## config.mk

```make
export PLATFORM = sky130hd
export DESIGN_NAME = alu2_slice_sequencer_flat
export DESIGN_NICKNAME = d
export VERILOG_FILES = /design/src/rtl/alu2_slice_sequencer_if.sv /design/src/rtl/alu2_slice_sequencer.sv /design/src/flat_wrapper.sv
export SDC_FILE = /design/constraint.sdc
export NUM_CORES = 1
export LEC_CHECK = 0
export ABC_AREA = 0
export BUFFER_PORTS_ARGS = -buffer_cell sky130_fd_sc_hd__clkbuf_2
export CORE_MARGIN = 8
export CORE_UTILIZATION = 51
export CTS_BUF_LIST = sky130_fd_sc_hd__clkbuf_8
export DETAILED_ROUTE_END_ITERATION = 8
export GPL_TIMING_DRIVEN = 1
export PLACE_DENSITY = 0.83
export SLEW_MARGIN = 5
export SYNTH_ARGS = -nofsm -noshare
export SYNTH_HDL_FRONTEND = slang
export SYNTH_SLANG_ARGS = --single-unit
```

## constraint.sdc

```tcl
create_clock -name i_clk -period 2.2 [get_ports i_clk]
set_input_delay 0.22 -clock i_clk [delete_from_list [all_inputs] [get_ports i_clk]]
set_output_delay 0.22 -clock i_clk [all_outputs]
set_load 0.005 [all_outputs]
```

## src/rtl/alu2_slice_sequencer_if.sv

```systemverilog
// Bundle of requester, ALU-slice and response signals for the 2-bit slice sequencer.
// The master modport is the environment side (requesters, slice, consumer); slave is the sequencer.
interface alu2_slice_sequencer_if #(
    parameter int WIDTH = 8
);
    logic             req0_valid;
    logic             req0_ready;
    logic [WIDTH-1:0] req0_a;
    logic [WIDTH-1:0] req0_b;
    logic [3:0]       req0_fn;
    logic             req0_cin;

    logic             req1_valid;
    logic             req1_ready;
    logic [WIDTH-1:0] req1_a;
    logic [WIDTH-1:0] req1_b;
    logic [3:0]       req1_fn;
    logic             req1_cin;

    logic [9:0]       alu_pi;
    logic [5:0]       alu_po;

    logic             rsp_valid;
    logic             rsp_ready;
    logic             rsp_id;
    logic [WIDTH-1:0] rsp_result;
    logic             rsp_cout;
    logic             rsp_zero;
    logic [2:0]       rsp_flags;

    modport master (
        output req0_valid, req0_a, req0_b, req0_fn, req0_cin,
        input  req0_ready,
        output req1_valid, req1_a, req1_b, req1_fn, req1_cin,
        input  req1_ready,
        input  alu_pi,
        output alu_po,
        input  rsp_valid, rsp_id, rsp_result, rsp_cout, rsp_zero, rsp_flags,
        output rsp_ready
    );

    modport slave (
        input  req0_valid, req0_a, req0_b, req0_fn, req0_cin,
        output req0_ready,
        input  req1_valid, req1_a, req1_b, req1_fn, req1_cin,
        output req1_ready,
        output alu_pi,
        input  alu_po,
        output rsp_valid, rsp_id, rsp_result, rsp_cout, rsp_zero, rsp_flags,
        input  rsp_ready
    );
endinterface

```

## src/rtl/alu2_slice_sequencer.sv

```systemverilog
// Shares one combinational 2-bit ALU slice between two round-robin requesters,
// running each WIDTH-bit operation serially two bits per cycle with a registered ripple carry.
module alu2_slice_sequencer #(
    parameter int WIDTH = 8
) (
    input  logic                 i_clk,
    input  logic                 i_rst_n,
    alu2_slice_sequencer_if.slave bus
);
    localparam int SLICES = WIDTH / 2;
    localparam int KW     = (SLICES > 1) ? $clog2(SLICES) : 1;

    typedef enum logic [1:0] {
        IDLE = 2'd0,
        RUN  = 2'd1,
        DONE = 2'd2
    } state_t;

    state_t           r_state;
    state_t           w_nextState;
    logic [KW-1:0]    r_k;
    logic             r_last;
    logic             r_carry;
    logic             r_id;
    logic [WIDTH-1:0] r_a;
    logic [WIDTH-1:0] r_b;
    logic [3:0]       r_fn;
    logic [WIDTH-1:0] r_result;
    logic [2:0]       r_flags;

    logic             w_grant0;
    logic             w_grant1;
    logic             w_lastSlice;
    logic [KW:0]      w_bitIdx;

    // Round-robin: on contention the requester that was not granted last wins.
    assign w_grant0    = (r_state == IDLE) && bus.req0_valid && (!bus.req1_valid || r_last);
    assign w_grant1    = (r_state == IDLE) && bus.req1_valid && (!bus.req0_valid || !r_last);
    assign w_lastSlice = (r_k == KW'(SLICES - 1));
    assign w_bitIdx    = {r_k, 1'b0};

    always_ff @(posedge i_clk) begin
        if (!i_rst_n) begin
            r_state <= IDLE;
        end else begin
            r_state <= w_nextState;
        end
    end

    always_comb begin
        w_nextState    = r_state;
        bus.req0_ready = 1'b0;
        bus.req1_ready = 1'b0;
        bus.alu_pi     = '0;
        bus.rsp_valid  = 1'b0;
        case (r_state)
            IDLE: begin
                bus.req0_ready = w_grant0;
                bus.req1_ready = w_grant1;
                if (w_grant0 || w_grant1) begin
                    w_nextState = RUN;
                end
            end
            RUN: begin
                bus.alu_pi = {1'b1, r_carry, r_fn, r_b[w_bitIdx +: 2], r_a[w_bitIdx +: 2]};
                if (w_lastSlice) begin
                    w_nextState = DONE;
                end
            end
            DONE: begin
                bus.rsp_valid = 1'b1;
                if (bus.rsp_ready) begin
                    w_nextState = IDLE;
                end
            end
            default: begin
                w_nextState = IDLE;
            end
        endcase
    end

    always_ff @(posedge i_clk) begin
        if (!i_rst_n) begin
            r_k      <= '0;
            r_last   <= 1'b1;
            r_carry  <= 1'b0;
            r_id     <= 1'b0;
            r_a      <= '0;
            r_b      <= '0;
            r_fn     <= '0;
            r_result <= '0;
            r_flags  <= '0;
        end else begin
            case (r_state)
                IDLE: begin
                    if (w_grant0 || w_grant1) begin
                        r_a      <= w_grant1 ? bus.req1_a   : bus.req0_a;
                        r_b      <= w_grant1 ? bus.req1_b   : bus.req0_b;
                        r_fn     <= w_grant1 ? bus.req1_fn  : bus.req0_fn;
                        r_carry  <= w_grant1 ? bus.req1_cin : bus.req0_cin;
                        r_id     <= w_grant1;
                        r_last   <= w_grant1;
                        r_k      <= '0;
                        r_result <= '0;
                        r_flags  <= '0;
                    end
                end
                RUN: begin
                    r_result[w_bitIdx +: 2] <= bus.alu_po[1:0];
                    r_carry                 <= bus.alu_po[2];
                    r_flags                 <= r_flags | bus.alu_po[5:3];
                    if (!w_lastSlice) begin
                        r_k <= r_k + 1'b1;
                    end
                end
                default: begin
                end
            endcase
        end
    end

    // After the last slice the carry register holds the final carry-out.
    assign bus.rsp_id     = r_id;
    assign bus.rsp_result = r_result;
    assign bus.rsp_cout   = r_carry;
    assign bus.rsp_zero   = (r_result == '0);
    assign bus.rsp_flags  = r_flags;

endmodule

```

## src/flat_wrapper.sv

```systemverilog
// flat-port wrapper written by rule: the top's interface ports become plain ports
module alu2_slice_sequencer_flat 
#(
    parameter int WIDTH = 8
)
  (i_clk, i_rst_n, bus_req0_valid, bus_req0_a, bus_req0_b, bus_req0_fn, bus_req0_cin, bus_req0_ready, bus_req1_valid, bus_req1_a, bus_req1_b, bus_req1_fn, bus_req1_cin, bus_req1_ready, bus_alu_pi, bus_alu_po, bus_rsp_valid, bus_rsp_id, bus_rsp_result, bus_rsp_cout, bus_rsp_zero, bus_rsp_flags, bus_rsp_ready);
  alu2_slice_sequencer_if #(.WIDTH(WIDTH)) bus_i ();
  input  logic i_clk;
  input  logic i_rst_n;
  input wire logic [$bits(bus_i.req0_valid)-1:0] bus_req0_valid;
  input wire logic [$bits(bus_i.req0_a)-1:0] bus_req0_a;
  input wire logic [$bits(bus_i.req0_b)-1:0] bus_req0_b;
  input wire logic [$bits(bus_i.req0_fn)-1:0] bus_req0_fn;
  input wire logic [$bits(bus_i.req0_cin)-1:0] bus_req0_cin;
  output wire logic [$bits(bus_i.req0_ready)-1:0] bus_req0_ready;
  input wire logic [$bits(bus_i.req1_valid)-1:0] bus_req1_valid;
  input wire logic [$bits(bus_i.req1_a)-1:0] bus_req1_a;
  input wire logic [$bits(bus_i.req1_b)-1:0] bus_req1_b;
  input wire logic [$bits(bus_i.req1_fn)-1:0] bus_req1_fn;
  input wire logic [$bits(bus_i.req1_cin)-1:0] bus_req1_cin;
  output wire logic [$bits(bus_i.req1_ready)-1:0] bus_req1_ready;
  output wire logic [$bits(bus_i.alu_pi)-1:0] bus_alu_pi;
  input wire logic [$bits(bus_i.alu_po)-1:0] bus_alu_po;
  output wire logic [$bits(bus_i.rsp_valid)-1:0] bus_rsp_valid;
  output wire logic [$bits(bus_i.rsp_id)-1:0] bus_rsp_id;
  output wire logic [$bits(bus_i.rsp_result)-1:0] bus_rsp_result;
  output wire logic [$bits(bus_i.rsp_cout)-1:0] bus_rsp_cout;
  output wire logic [$bits(bus_i.rsp_zero)-1:0] bus_rsp_zero;
  output wire logic [$bits(bus_i.rsp_flags)-1:0] bus_rsp_flags;
  input wire logic [$bits(bus_i.rsp_ready)-1:0] bus_rsp_ready;
  assign bus_i.req0_valid = bus_req0_valid;
  assign bus_i.req0_a = bus_req0_a;
  assign bus_i.req0_b = bus_req0_b;
  assign bus_i.req0_fn = bus_req0_fn;
  assign bus_i.req0_cin = bus_req0_cin;
  assign bus_req0_ready = bus_i.req0_ready;
  assign bus_i.req1_valid = bus_req1_valid;
  assign bus_i.req1_a = bus_req1_a;
  assign bus_i.req1_b = bus_req1_b;
  assign bus_i.req1_fn = bus_req1_fn;
  assign bus_i.req1_cin = bus_req1_cin;
  assign bus_req1_ready = bus_i.req1_ready;
  assign bus_alu_pi = bus_i.alu_pi;
  assign bus_i.alu_po = bus_alu_po;
  assign bus_rsp_valid = bus_i.rsp_valid;
  assign bus_rsp_id = bus_i.rsp_id;
  assign bus_rsp_result = bus_i.rsp_result;
  assign bus_rsp_cout = bus_i.rsp_cout;
  assign bus_rsp_zero = bus_i.rsp_zero;
  assign bus_rsp_flags = bus_i.rsp_flags;
  assign bus_i.rsp_ready = bus_rsp_ready;
  alu2_slice_sequencer #(.WIDTH(WIDTH)) u_core (.i_clk(i_clk), .i_rst_n(i_rst_n), .bus(bus_i));
endmodule
```

==> key figures <==
Floorplan
  – Die area: about 6400 µm²
  – # rows: 23
  – Initial core utilization: a little over half
  – Die Y: approximately 80 µm
  – Ports: 80
  – DIE WIDTH: 79.9 µm
  – Core Footprint: ~4000 µm²

Synth
  – Syn Std Cell Area: between 2000 and 2500 µm²
  – Top cell type's share of synthesized area: a little over a third
  – Yosys cell types: 38
  – Post-synth ARST share: 0%
  – Count of flip-flops with a built-in enable after synthesis: 0
  – Multiplexer share of the synthesized area: under 10%
  – Largest family of logic cells by synthesized area: simple AND/OR/NAND/NOR gates
  – Top post-synthesis cells by area: dfxtp_1 37%, o2111a_1 11%, nand4b_1 8.4%
  – Post-synthesis adder-cell area fraction: 3.61%
  – Compound-cell area share of the yosys netlist: 19.2%
  – Post-synthesis simple-gate area fraction: 28.8%
  – Post-synth top area cell: dfxtp_1
  – Sequential element share of the synthesized area: between 30 and 40%
  – Ys Warns: 0
  – Net Count, Synth: around 280
  – Post-synthesis sequential element count: 38
  – Post-synth top cells: 38 x dfxtp_1, 20 x nand4b_1, 20 x o2111a_1, 20 x or3_1, 12 x nand2_1
  – Syn_area_per_cell: roughly 9.5 µm²
  – Cell with the most instances after synthesis: dfxtp_1
  – Xor/xnor share of the synthesized area: 0%
  – Top FF cell, synth: dfxtp_1
  – Cells after synthesis: 220

Clocking
  – Clock sink count: 38
  – CTS root buffer: clkbuf_8
  – CTS hold repair buffers: 0
  – Clk slew on worst S/H paths: around 0.080 ns
  – CTS tree: done
  – Post-CTS resize count: 0
  – Postcts setup bufs: 0
  – Clk_lat worst skew: roughly 0.29 ns
  – TritonCTS buffer count: 5
  – Max clock buf depth: 2
  – H-tree Lvls: 2

Critical path
  – CP startpoint kind: flop
  – WP data required: around 2.4 ns
  – Crit-path max FO: 8
  – Arrival time worst endpoint: 2.18 ns
  – Setup Crit Path Kind: flop to flop
  – Crit path capture type: flop

Pwr
  – PnR Total Power: 1610 µW
  – NetSw: approximately 450 µW
  – Clock power share: 30.6%
  – Power Dens Cells: approximately 630 nW/µm²
  – Static Leak: 0.00110 µW
  – Reg power frac: 48.2%
  – VDD IR max: roughly 360 µV
  – Logic pwr share: a little over a fifth
  – Power Internal: between 1000 and 1500 µW
  – Switch share: between 20% and 30%

STA
  – RSZ-0062 raised after global routing: false
  – Final Cycle Share: between 80% and 90%
  – Clk_skew: roughly 0.0077 ns
  – Final Max Slew Viols: 0
  – Hold Vio Cnt, Final: 0
  – Fin crit period: around 2 ns
  – Max Freq: 512 MHz
  – Setup_tns: 0 ns
  – Slew @ Worst Pin: 0.734 ns
  – Headroom to the max-slew limit: between 50% and 60%
  – Final setup fails: 0

Run
  – Max-cap violations: 0

Routing
  – Via count: around 2000
  – First-pass DRT Iterations: 4
  – Routed len/inst: 16.6 µm
  – DRC: 0
  – Via density per instance: 5.86
  – Final WL: between 5 and 6 mm
  – Initial DRC Count: slightly below 90
  – Antenna-violating nets left: 0

Layout
  – Ant diodes: 0
  – Design area: approximately 2600 µm²
  – Fin nets: around 350
  – Finished Layout Cells: 339
  – Area grow syn2layout: 22.8%
  – Fraction of layout cells with a size suffix above 1: between 30% and 40%

Placed design
  – Cell Area, Placed: around 2500 µm²
  – Gpl congestion: 0.818
  – PortBufs: just under 80
  – Hpwl dp: roughly 4.2 mm
  – Placed insts: about 330

Worst hold path
  – Worst hold-check path type: input port to flop

Global route
  – GRT overflow: 0
  – Vias in the first global route: between 2000 and 2500
  – First-pass GRT wire length: between 9 and 10 mm
  – Initial antenna violation count: 0
  – All-layer global routing usage: ~18%
  – Pin count of the biggest net entering global routing: 44

Outcome
  – Status: finished clean
-- state kept, by name, indices dropped and copies added (netlist names), 2 cells and up --
| name | cells |
|---|---|
| u_core.r_state | 2 |
| u_core.r_a | 8 |
| u_core.r_k | 2 |
| u_core.bus.rsp_result | 8 |
| u_core.bus.rsp_flags | 3 |
| u_core.r_fn | 4 |
| u_core.r_b | 8 |
-- metal layers --
layer  global-route usage, %  part of all wire (%)  vias to the layer above
li1                        -                     -                      979
met1                    19.2                    43                      930
met2                    30.5                    48                       69
met3                    6.76                   7.6                        9
met4                    6.91                   1.5                        0
met5                       0                     0                        -
-- stage by stage --
| step | utilization (%) | hold WS, ns | setup WS, ns |
|---|---|---|---|
| final | 64.4 | 0.156 | 0.247 |
| after global routing | 64.4 | 0.154 | 0.0892 |
| after CTS | 64.4 | 0.146 | 0.257 |
| after detailed placement | 62.1 | 0.459 | 0.269 |
| after global placement | 62.1 | 0.445 | 0.381 |
| after floorplan | - | 0.359 | 0.294 |
-- power groups by stage --
| stage | clock [µW] | combinational (µW) | sequential (µW) |
|---|---|---|---|
| detailed placement | 0 | 345 | 794 |
| global route | 535 | 378 | 786 |
| global placement | 0 | 336 | 791 |
| CTS | 507 | 345 | 778 |
| finish | 494 | 343 | 778 |
| floorplan | 0 | 241 | 781 |
-- area by class of cell --
class                           count  area, µm²
Clock buffer                        6       82.6
Clock inverter                      2       8.76
Fill cell                         339       1410
Inverter                            6       22.5
Multi-Input combinational cell    153       1170
Sequential cell                    38        761
Tap cell                           50       62.6
Timing Repair Buffer               84        445
-- layout by cell type, fill, tap and decap left out, types with 7 or more instances in the layout --
cell type,instances
nand2_1,12
o22ai_1,7
o2111a_1,20
nor2_1,10
clkbuf_2,79
dfxtp_1,38
nand4b_1,20
inv_1,7
and2_1,10
or3_1,20
-- worst paths after layout --
check	startpoint	endpoint	slack (ns)	depth (start not counted)
hold reg to reg	u_core.bus.rsp_flags[0]	u_core.bus.rsp_flags[0]	0.48	2
hold / removal	bus_alu_po[3]	u_core.bus.rsp_flags[0]	0.16	3
setup reg to reg	u_core.r_k[1]	u_core.bus.rsp_result[4]	0.25	5
setup / recovery	u_core.r_k[1]	u_core.bus.rsp_result[4]	0.25	5
-- cell families (layout without fill, tap and decap cells) --
| group | after synthesis | count (layout) |
|---|---|---|
| flops | 38 | 38 |
| buf+inv | 29 | 98 |
| compound gates | 46 | 46 |
| mux | 5 | 5 |
| simple gates | 96 | 96 |
| fa+ha+maj | 6 | 6 |
-- critical path, cell delays in order, from the launching register on --
cell,delay [ns]
dfxtp_1,0.55
inv_1,0.16
ha_1,0.38
nand2_1,0.08
or4b_1,0.54
o22ai_1,0.17
Note: power is estimated with default switching activity, not from simulation.
